`config.mk`:
```
export PLATFORM = sky130hd
export DESIGN_NAME = mc_controller_flat
export DESIGN_NICKNAME = d
export VERILOG_FILES = /design/src/rtl/mc_controller_pkg.sv /design/src/rtl/mc_controller_if.sv /design/src/rtl/mc_alu_decode.sv /design/src/rtl/mc_controller.sv /design/src/flat_wrapper.sv
export SDC_FILE = /design/constraint.sdc
export NUM_CORES = 1
export LEC_CHECK = 0
export ABC_CLOCK_PERIOD_IN_PS = 3470
export CELL_PAD_IN_SITES_DETAIL_PLACEMENT = 0
export CELL_PAD_IN_SITES_GLOBAL_PLACEMENT = 2
export CORE_ASPECT_RATIO = 1.1
export CORE_MARGIN = 2
export CORE_UTILIZATION = 34
export CTS_BUF_LIST = sky130_fd_sc_hd__clkbuf_2 sky130_fd_sc_hd__clkbuf_4 sky130_fd_sc_hd__clkbuf_8
export DETAILED_ROUTE_END_ITERATION = 8
export DONT_BUFFER_PORTS = 1
export HOLD_SLACK_MARGIN = 0.15
export PLACE_DENSITY_LB_ADDON = 0.15
export REMOVE_ABC_BUFFERS = 1
export SLEW_MARGIN = 5
export SYNTH_ARGS = -nofsm -noshare
export SYNTH_HDL_FRONTEND = slang
export SYNTH_SLANG_ARGS = --single-unit
```
`constraint.sdc`:
```
create_clock -name clk -period 3.47 [get_ports clk]
set_input_delay 0.347 -clock clk [delete_from_list [all_inputs] [get_ports clk]]
set_output_delay 0.347 -clock clk [all_outputs]
set_load 0.01 [all_outputs]
```
`src/rtl/mc_controller_pkg.sv`:
```
// Shared encodings for the multicycle RV32I control sequencer: FSM states,
// opcodes, ALU operation codes and datapath mux selects.
package mc_controller_pkg;

   typedef enum logic [3:0] {
      S_FETCH    = 4'd0,
      S_DECODE   = 4'd1,
      S_MEMADR   = 4'd2,
      S_MEMREAD  = 4'd3,
      S_MEMWB    = 4'd4,
      S_MEMWRITE = 4'd5,
      S_EXECR    = 4'd6,
      S_EXECI    = 4'd7,
      S_ALUWB    = 4'd8,
      S_BEQ      = 4'd9,
      S_JAL      = 4'd10
   } state_e;

   localparam logic [6:0] OP_LOAD   = 7'b0000011;
   localparam logic [6:0] OP_STORE  = 7'b0100011;
   localparam logic [6:0] OP_RTYPE  = 7'b0110011;
   localparam logic [6:0] OP_ITYPE  = 7'b0010011;
   localparam logic [6:0] OP_BRANCH = 7'b1100011;
   localparam logic [6:0] OP_JAL    = 7'b1101111;

   localparam logic [1:0] ALUOP_ADD   = 2'b00;
   localparam logic [1:0] ALUOP_SUB   = 2'b01;
   localparam logic [1:0] ALUOP_FUNCT = 2'b10;

   localparam logic [2:0] ALU_ADD = 3'b000;
   localparam logic [2:0] ALU_SUB = 3'b001;
   localparam logic [2:0] ALU_AND = 3'b010;
   localparam logic [2:0] ALU_OR  = 3'b011;
   localparam logic [2:0] ALU_SLT = 3'b101;

   localparam logic [1:0] IMM_I = 2'b00;
   localparam logic [1:0] IMM_S = 2'b01;
   localparam logic [1:0] IMM_B = 2'b10;
   localparam logic [1:0] IMM_J = 2'b11;

   localparam logic [1:0] RES_ALUOUT    = 2'b00;
   localparam logic [1:0] RES_DATA      = 2'b01;
   localparam logic [1:0] RES_ALURESULT = 2'b10;

   localparam logic [1:0] SRCA_PC    = 2'b00;
   localparam logic [1:0] SRCA_OLDPC = 2'b01;
   localparam logic [1:0] SRCA_RD1   = 2'b10;

   localparam logic [1:0] SRCB_RD2  = 2'b00;
   localparam logic [1:0] SRCB_IMM  = 2'b01;
   localparam logic [1:0] SRCB_FOUR = 2'b10;

   // Immediate format follows the opcode alone, independent of FSM state.
   function automatic logic [1:0] imm_src_of(input logic [6:0] op);
      logic [1:0] imm;
      imm = IMM_I;
      case (op)
         OP_STORE:  imm = IMM_S;
         OP_BRANCH: imm = IMM_B;
         OP_JAL:    imm = IMM_J;
         default:   imm = IMM_I;
      endcase
      return imm;
   endfunction

endpackage

```
`src/rtl/mc_controller_if.sv`:
```
// Control bus between the multicycle sequencer (master) and the datapath /
// unified memory port (slave).
interface mc_controller_if;
   logic [6:0] op;
   logic [2:0] funct3;
   logic       funct7b5;
   logic       Zero;
   logic       mem_ready;

   logic       mem_valid;
   logic       AdrSrc;
   logic       MemWrite;
   logic       IRWrite;
   logic       PCWrite;
   logic       RegWrite;
   logic [1:0] ResultSrc;
   logic [1:0] ALUSrcA;
   logic [1:0] ALUSrcB;
   logic [2:0] ALUControl;
   logic [1:0] ImmSrc;
   logic       retire;
   logic       illegal_op;

   modport master (
      input  op, funct3, funct7b5, Zero, mem_ready,
      output mem_valid, AdrSrc, MemWrite, IRWrite, PCWrite, RegWrite,
             ResultSrc, ALUSrcA, ALUSrcB, ALUControl, ImmSrc, retire, illegal_op
   );

   modport slave (
      output op, funct3, funct7b5, Zero, mem_ready,
      input  mem_valid, AdrSrc, MemWrite, IRWrite, PCWrite, RegWrite,
             ResultSrc, ALUSrcA, ALUSrcB, ALUControl, ImmSrc, retire, illegal_op
   );
endinterface

```
`src/rtl/mc_alu_decode.sv`:
```
// ALU operation decode: maps the FSM's ALUOp plus instruction function bits
// onto the ALU control code.
module mc_alu_decode
   import mc_controller_pkg::*;
(
   input  logic       op5,
   input  logic [2:0] funct3,
   input  logic       funct7b5,
   input  logic [1:0] alu_op,
   output logic [2:0] alu_control
);

   always_comb begin
      alu_control = ALU_ADD;
      case (alu_op)
         ALUOP_SUB: alu_control = ALU_SUB;
         ALUOP_FUNCT: begin
            case (funct3)
               // addi has no sub form, so funct7b5 only matters for R-type
               3'b000:  alu_control = (op5 && funct7b5) ? ALU_SUB : ALU_ADD;
               3'b010:  alu_control = ALU_SLT;
               3'b110:  alu_control = ALU_OR;
               3'b111:  alu_control = ALU_AND;
               default: alu_control = ALU_ADD;
            endcase
         end
         default: alu_control = ALU_ADD;
      endcase
   end

endmodule

```
`src/rtl/mc_controller.sv`:
```
// Multicycle RV32I control sequencer: Moore FSM stepping a shared datapath
// through fetch / decode / execute / writeback for lw, sw, R, I, beq, jal.
//
// state    | meaning
// FETCH    | read instruction at PC, IR/OldPC load and PC <= PC+4 on mem_ready
// DECODE   | read regfile, ALUOut <= OldPC + imm (branch/jump target)
// MEMADR   | ALUOut <= rs1 + imm
// MEMREAD  | load word at ALUOut, wait for mem_ready
// MEMWB    | rd <= Data
// MEMWRITE | store rs2 at ALUOut, wait for mem_ready
// EXECR    | ALUOut <= rs1 op rs2
// EXECI    | ALUOut <= rs1 op imm
// ALUWB    | rd <= ALUOut
// BEQ      | rs1 - rs2, PC <= ALUOut when Zero
// JAL      | PC <= ALUOut, ALUOut <= OldPC + 4
module mc_controller
   import mc_controller_pkg::*;
#(
   parameter int          HAS_MEM_READY = 1,
   parameter int unsigned STATE_W       = 4
) (
   input logic             clk,
   input logic             reset,
   mc_controller_if.master bus
);

   localparam logic [STATE_W-1:0] ST_FETCH    = STATE_W'(S_FETCH);
   localparam logic [STATE_W-1:0] ST_DECODE   = STATE_W'(S_DECODE);
   localparam logic [STATE_W-1:0] ST_MEMADR   = STATE_W'(S_MEMADR);
   localparam logic [STATE_W-1:0] ST_MEMREAD  = STATE_W'(S_MEMREAD);
   localparam logic [STATE_W-1:0] ST_MEMWB    = STATE_W'(S_MEMWB);
   localparam logic [STATE_W-1:0] ST_MEMWRITE = STATE_W'(S_MEMWRITE);
   localparam logic [STATE_W-1:0] ST_EXECR    = STATE_W'(S_EXECR);
   localparam logic [STATE_W-1:0] ST_EXECI    = STATE_W'(S_EXECI);
   localparam logic [STATE_W-1:0] ST_ALUWB    = STATE_W'(S_ALUWB);
   localparam logic [STATE_W-1:0] ST_BEQ      = STATE_W'(S_BEQ);
   localparam logic [STATE_W-1:0] ST_JAL      = STATE_W'(S_JAL);

   logic [STATE_W-1:0] state_q;
   logic [STATE_W-1:0] state_d;
   logic [STATE_W-1:0] cur_state;

   logic       ready;
   logic       en;
   logic       mem_valid;
   logic       adr_src;
   logic       mem_write;
   logic       ir_write;
   logic       pc_update;
   logic       branch;
   logic       reg_write;
   logic [1:0] result_src;
   logic [1:0] src_a;
   logic [1:0] src_b;
   logic [1:0] alu_op;
   logic       retire;
   logic       illegal;
   logic [2:0] alu_control;

   assign ready = (HAS_MEM_READY != 0) ? bus.mem_ready : 1'b1;
   assign en    = ~reset;

   always_ff @(posedge clk) begin
      if (reset) begin
         state_q <= ST_FETCH;
      end else begin
         state_q <= state_d;
      end
   end

   // While reset is held the mux selects show the FETCH decode so the
   // datapath sees a sane address path; enables are masked further down.
   assign cur_state = reset ? ST_FETCH : state_q;

   always_comb begin
      state_d    = ST_FETCH;
      mem_valid  = 1'b0;
      adr_src    = 1'b0;
      mem_write  = 1'b0;
      ir_write   = 1'b0;
      pc_update  = 1'b0;
      branch     = 1'b0;
      reg_write  = 1'b0;
      result_src = RES_ALUOUT;
      src_a      = SRCA_PC;
      src_b      = SRCB_RD2;
      alu_op     = ALUOP_ADD;
      retire     = 1'b0;
      illegal    = 1'b0;

      case (cur_state)
         ST_FETCH: begin
            mem_valid  = 1'b1;
            src_a      = SRCA_PC;
            src_b      = SRCB_FOUR;
            result_src = RES_ALURESULT;
            ir_write   = ready;
            pc_update  = ready;
            state_d    = ready ? ST_DECODE : ST_FETCH;
         end
         ST_DECODE: begin
            src_a = SRCA_OLDPC;
            src_b = SRCB_IMM;
            case (bus.op)
               OP_LOAD, OP_STORE: state_d = ST_MEMADR;
               OP_RTYPE:          state_d = ST_EXECR;
               OP_ITYPE:          state_d = ST_EXECI;
               OP_BRANCH:         state_d = ST_BEQ;
               OP_JAL:            state_d = ST_JAL;
               default: begin
                  illegal = 1'b1;
                  state_d = ST_FETCH;
               end
            endcase
         end
         ST_MEMADR: begin
            src_a   = SRCA_RD1;
            src_b   = SRCB_IMM;
            state_d = bus.op[5] ? ST_MEMWRITE : ST_MEMREAD;
         end
         ST_MEMREAD: begin
            mem_valid  = 1'b1;
            adr_src    = 1'b1;
            result_src = RES_ALUOUT;
            state_d    = ready ? ST_MEMWB : ST_MEMREAD;
         end
         ST_MEMWB: begin
            result_src = RES_DATA;
            reg_write  = 1'b1;
            retire     = 1'b1;
            state_d    = ST_FETCH;
         end
         ST_MEMWRITE: begin
            mem_valid = 1'b1;
            adr_src   = 1'b1;
            mem_write = 1'b1;
            retire    = ready;
            state_d   = ready ? ST_FETCH : ST_MEMWRITE;
         end
         ST_EXECR: begin
            src_a   = SRCA_RD1;
            src_b   = SRCB_RD2;
            alu_op  = ALUOP_FUNCT;
            state_d = ST_ALUWB;
         end
         ST_EXECI: begin
            src_a   = SRCA_RD1;
            src_b   = SRCB_IMM;
            alu_op  = ALUOP_FUNCT;
            state_d = ST_ALUWB;
         end
         ST_ALUWB: begin
            result_src = RES_ALUOUT;
            reg_write  = 1'b1;
            retire     = 1'b1;
            state_d    = ST_FETCH;
         end
         ST_BEQ: begin
            src_a      = SRCA_RD1;
            src_b      = SRCB_RD2;
            alu_op     = ALUOP_SUB;
            result_src = RES_ALUOUT;
            branch     = 1'b1;
            retire     = 1'b1;
            state_d    = ST_FETCH;
         end
         ST_JAL: begin
            // PC takes the target held in ALUOut while the ALU forms the link
            src_a      = SRCA_OLDPC;
            src_b      = SRCB_FOUR;
            alu_op     = ALUOP_ADD;
            result_src = RES_ALUOUT;
            pc_update  = 1'b1;
            state_d    = ST_ALUWB;
         end
         default: state_d = ST_FETCH;
      endcase
   end

   mc_alu_decode u_alu_decode (
      .op5         (bus.op[5]),
      .funct3      (bus.funct3),
      .funct7b5    (bus.funct7b5),
      .alu_op      (alu_op),
      .alu_control (alu_control)
   );

   assign bus.mem_valid  = en & mem_valid;
   assign bus.AdrSrc     = adr_src;
   assign bus.MemWrite   = en & mem_write;
   assign bus.IRWrite    = en & ir_write;
   assign bus.PCWrite    = en & (pc_update | (branch & bus.Zero));
   assign bus.RegWrite   = en & reg_write;
   assign bus.ResultSrc  = result_src;
   assign bus.ALUSrcA    = src_a;
   assign bus.ALUSrcB    = src_b;
   assign bus.ALUControl = alu_control;
   assign bus.ImmSrc     = imm_src_of(bus.op);
   assign bus.retire     = en & retire;
   assign bus.illegal_op = en & illegal;

endmodule
```
`src/flat_wrapper.sv`:
```
// flat-port wrapper written by rule: the top's interface ports become plain ports
module mc_controller_flat import mc_controller_pkg::*;
#(
   parameter int          HAS_MEM_READY = 1,
   parameter int unsigned STATE_W       = 4
)
  (clk, reset, bus_op, bus_funct3, bus_funct7b5, bus_Zero, bus_mem_ready, bus_mem_valid, bus_AdrSrc, bus_MemWrite, bus_IRWrite, bus_PCWrite, bus_RegWrite, bus_ResultSrc, bus_ALUSrcA, bus_ALUSrcB, bus_ALUControl, bus_ImmSrc, bus_retire, bus_illegal_op);
  mc_controller_if bus_i ();
  input logic clk;
  input logic reset;
  input wire logic [$bits(bus_i.op)-1:0] bus_op;
  input wire logic [$bits(bus_i.funct3)-1:0] bus_funct3;
  input wire logic [$bits(bus_i.funct7b5)-1:0] bus_funct7b5;
  input wire logic [$bits(bus_i.Zero)-1:0] bus_Zero;
  input wire logic [$bits(bus_i.mem_ready)-1:0] bus_mem_ready;
  output wire logic [$bits(bus_i.mem_valid)-1:0] bus_mem_valid;
  output wire logic [$bits(bus_i.AdrSrc)-1:0] bus_AdrSrc;
  output wire logic [$bits(bus_i.MemWrite)-1:0] bus_MemWrite;
  output wire logic [$bits(bus_i.IRWrite)-1:0] bus_IRWrite;
  output wire logic [$bits(bus_i.PCWrite)-1:0] bus_PCWrite;
  output wire logic [$bits(bus_i.RegWrite)-1:0] bus_RegWrite;
  output wire logic [$bits(bus_i.ResultSrc)-1:0] bus_ResultSrc;
  output wire logic [$bits(bus_i.ALUSrcA)-1:0] bus_ALUSrcA;
  output wire logic [$bits(bus_i.ALUSrcB)-1:0] bus_ALUSrcB;
  output wire logic [$bits(bus_i.ALUControl)-1:0] bus_ALUControl;
  output wire logic [$bits(bus_i.ImmSrc)-1:0] bus_ImmSrc;
  output wire logic [$bits(bus_i.retire)-1:0] bus_retire;
  output wire logic [$bits(bus_i.illegal_op)-1:0] bus_illegal_op;
  assign bus_i.op = bus_op;
  assign bus_i.funct3 = bus_funct3;
  assign bus_i.funct7b5 = bus_funct7b5;
  assign bus_i.Zero = bus_Zero;
  assign bus_i.mem_ready = bus_mem_ready;
  assign bus_mem_valid = bus_i.mem_valid;
  assign bus_AdrSrc = bus_i.AdrSrc;
  assign bus_MemWrite = bus_i.MemWrite;
  assign bus_IRWrite = bus_i.IRWrite;
  assign bus_PCWrite = bus_i.PCWrite;
  assign bus_RegWrite = bus_i.RegWrite;
  assign bus_ResultSrc = bus_i.ResultSrc;
  assign bus_ALUSrcA = bus_i.ALUSrcA;
  assign bus_ALUSrcB = bus_i.ALUSrcB;
  assign bus_ALUControl = bus_i.ALUControl;
  assign bus_ImmSrc = bus_i.ImmSrc;
  assign bus_retire = bus_i.retire;
  assign bus_illegal_op = bus_i.illegal_op;
  mc_controller #(.HAS_MEM_READY(HAS_MEM_READY), .STATE_W(STATE_W)) u_core (.clk(clk), .reset(reset), .bus(bus_i));
endmodule
```
==> impl_metrics.yaml <==
place:
  place_inst: 122
  routabilityCongestion: 0.7717
  dp_hpwl_mm: 1.300
  io_buffer_count: 0
  place_area_um2: 676.9
sta:
  timing.final.max_slew_violations: 0
  rsz0062_at_grt: "false"
  max_slew_margin_pct: 59.00
  hold_viol: 0
  clock_skew_ns: 0.002266
  fin_tns_setup_ns: 0
  clock.fmax_mhz: 381.0
  period_needed_ns: 2.625
  tightest_slew_ns: 0.6065
  setup_viol: 0
  fin_hold_ws_ns: 0.1871
  post-route-period-util_pct: 75.64
critical_path:
  cp_num_buf_inv: 1
  cp.arrival_ns: 2.28
  crit_chain: "inv_1 -> nor2_1 -> nand3_1 -> ha_1 -> nor4_1"
  crit_fanout: 18
  crit_path_start_kind: "flip-flop"
  slowest_delay_ns: 0.66
  reg2reg_depth: 4
  worstSetupPathType: "flip-flop to primary output"
  worst_ep_required_time_ns: 3.12
  r2r-end: "u_core.state_q[0]$_SDFF_PP0_"
  crit_family: "simple AND/OR/NAND/NOR gates"
  slowest_stage: "dfxtp_1"
  r2r_start: "u_core.state_q[0]$_SDFF_PP0_"
  setup.worst_path.end_class: "primary output"
  rrSetupSlack_ns: 1.84
clock_network:
  cts_hold_buf: 0
  clockBufferDepth: 2
  cts_buffers: 3
  clk_pin_slew_ns: 0.04
  post_cts_resized: 0
  clk_latency_ns: 0.23
  clock-sinks: 4
  clock_tree.root_cell: "clkbuf_4"
  htree_levels: 1
  cts_setup_buffers: 0
  tritoncts: "done"
route:
  first_pass_iters: 4
  vias: 721
  avgViaCountPerCell: 5.768
  drtIter0Drc: 19
  ant_nets: 0
  route.detailed.drc: 0
  detail_route.wl_per_cell_um: 14.42
  routed_wl_mm: 1.803
min_path:
  min_path_type: "primary input to flip-flop"
  hp-start: "reset"
  hold_depth: 1
  holdPathEnd: "u_core.state_q[0]$_SDFF_PP0_"
cells_and_area:
  reg_top3: "u_core.state_q (4)"
  fin_util_pct: 38.39
  max_flop_register: "u_core.state_q"
  n_fill_cell: 192
  syn2layout_area_growth_pct: 3.137
  layout.cells.non_filler: 125
  multiInputGateArea_um2: 544.3
  diodes: 0
  drive_gt1_share_pct: 8.163
  final-seq-area_um2: 80.08
  fin_nets: 117
  final_cell_area_um2: 699.4
  largest_register_ffs: 4
yosys:
  syn_area_um2: 678.2
  synth_flop_cell: "dfxtp_1"
  async_flop_share_pct: 0
  synth.avg_cell_area_um2: 6.584
  synthDistinctLibCells: 38
  ys_seq_elements: 4
  synth_area_leaders: "dfxtp_1, nor3_1, nand2b_1"
  yosysWarningCount: 0
  synth_edf_count: 0
  ys_seq_area_share_pct: 11.81
  syn_inst: 103
  synth_top_cell_by_area: "dfxtp_1"
  synth_top_area_share_pct: 11.81
power_and_ir_drop:
  p_sw_uw: 35.55
  p_int_uw: 96.89
  ir_worst_vdd_v: 0.0001472
  combPwrFrac_pct: 19.6
  switching_share_pct: 26.84
  clock_power_share_pct: 42.0
  power_density_mw_per_mm2: 189.4
  power.static_leakage_uw: 0.0002300
  seq_power_share_pct: 38.4
grt:
  grt_pass1_wl_mm: 3.139
  grt_max_degree: 21
  grt_antenna_before_repair: 0
  grt_pass1_vias: 657
  globalRouteOverflowTotal: 0
  grtUsageTotal_pct: 17.23
die:
  design.die.area_mm2: 0.002368
  die_h_um: 50.84
  die_x_um: 46.58
  core_mm2: 0.001822
  rows: 16
  start_util_pct: 37.23
  boundaryPins: 34
flow_run:
  maxCapViolations: 0
run_status:
  status: "finished, final reports clean"
[metrics by stage]
stage	setup slack, ns	power, µW
2_1_floorplan	1.451	73.11
3_3_place_gp	1.189	77.29
3_5_place_dp	1.115	77.54
4_1_cts	0.8567	136.1
5_1_grt	0.7140	141.5
6_report	0.8453	132.4
[metal layers]
layer  track usage, %  vias to the layer above  share of wire (%)
li1                 -                      370                  -
met5                0                        -                  0
met4            5.238                        0                  0
met3                0                        0                4.9
met2            26.39                       18                 49
met1            25.97                      333                 46
[cell type report]
cell class | count | share of cell area (%)
inverters | 5 | 2.683
well taps | 27 | 4.830
flip-flops and latches | 4 | 11.45
clock buffers | 3 | 3.220
multi-input cells | 86 | 77.82
[worst max path at each step]
stage / slack, ns / cells after the start / endpoint / from
finish: 0.85 / 5 / bus_ALUControl[2] / u_core.state_q[0]$_SDFF_PP0_
floorplan: 1.45 / 5 / bus_ALUControl[2] / u_core.state_q[0]$_SDFF_PP0_
CTS: 0.86 / 5 / bus_ALUControl[2] / u_core.state_q[0]$_SDFF_PP0_
global route: 0.71 / 5 / bus_ALUControl[2] / u_core.state_q[0]$_SDFF_PP0_
detailed placement: 1.11 / 5 / bus_ALUControl[2] / u_core.state_q[0]$_SDFF_PP0_
global placement: 1.19 / 5 / bus_ALUControl[2] / u_core.state_q[0]$_SDFF_PP0_
[synthesized netlist by cell type (all sizes together), types with 2 or more instances]
master,n
a21oi,7
a21o,3
or3,2
nand3b,3
ha,2
nand2,7
inv,5
clkbuf,3
nor4,3
a31oi,2
nor3,11
dfxtp,4
o21ai,5
a211oi,4
nand3,3
buf,5
nand2b,7
nor2b,4
nor2,9
[cell usage in the layout, fill, tap and decap left out, drive strengths merged, types with 2 or more instances in the layout]
| master | n |
|---|---|
| nor2 | 9 |
| nor4 | 3 |
| nor3 | 11 |
| or3 | 2 |
| a211oi | 4 |
| nand3 | 3 |
| o21ai | 5 |
| a31oi | 2 |
| a21o | 3 |
| clkbuf | 3 |
| ha | 2 |
| inv | 5 |
| dfxtp | 4 |
| nor2b | 4 |
| nand3b | 3 |
| nand2b | 7 |
| a21oi | 7 |
| nand2 | 7 |
[power groups by stage]
stage	Combinational [µW]	Clock (µW)	Sequential, µW
after floorplan	22.7	0	50.4
after global placement	25.9	0	51.4
after detailed placement	26.1	0	51.4
after CTS	26.2	59.2	50.7
after global routing	29.2	61.1	51.2
final	26.0	55.6	50.8
[cells by family after synthesis]
family | Yosys count | synth area share (%)
compound gates | 26 | 26.01
fa+ha+maj | 2 | 3.689
buf+inv | 13 | 7.933
flops | 4 | 11.81
mux | 1 | 1.660
simple gates | 57 | 48.90
No activity file was read; power rests on OpenSTA's default activity.
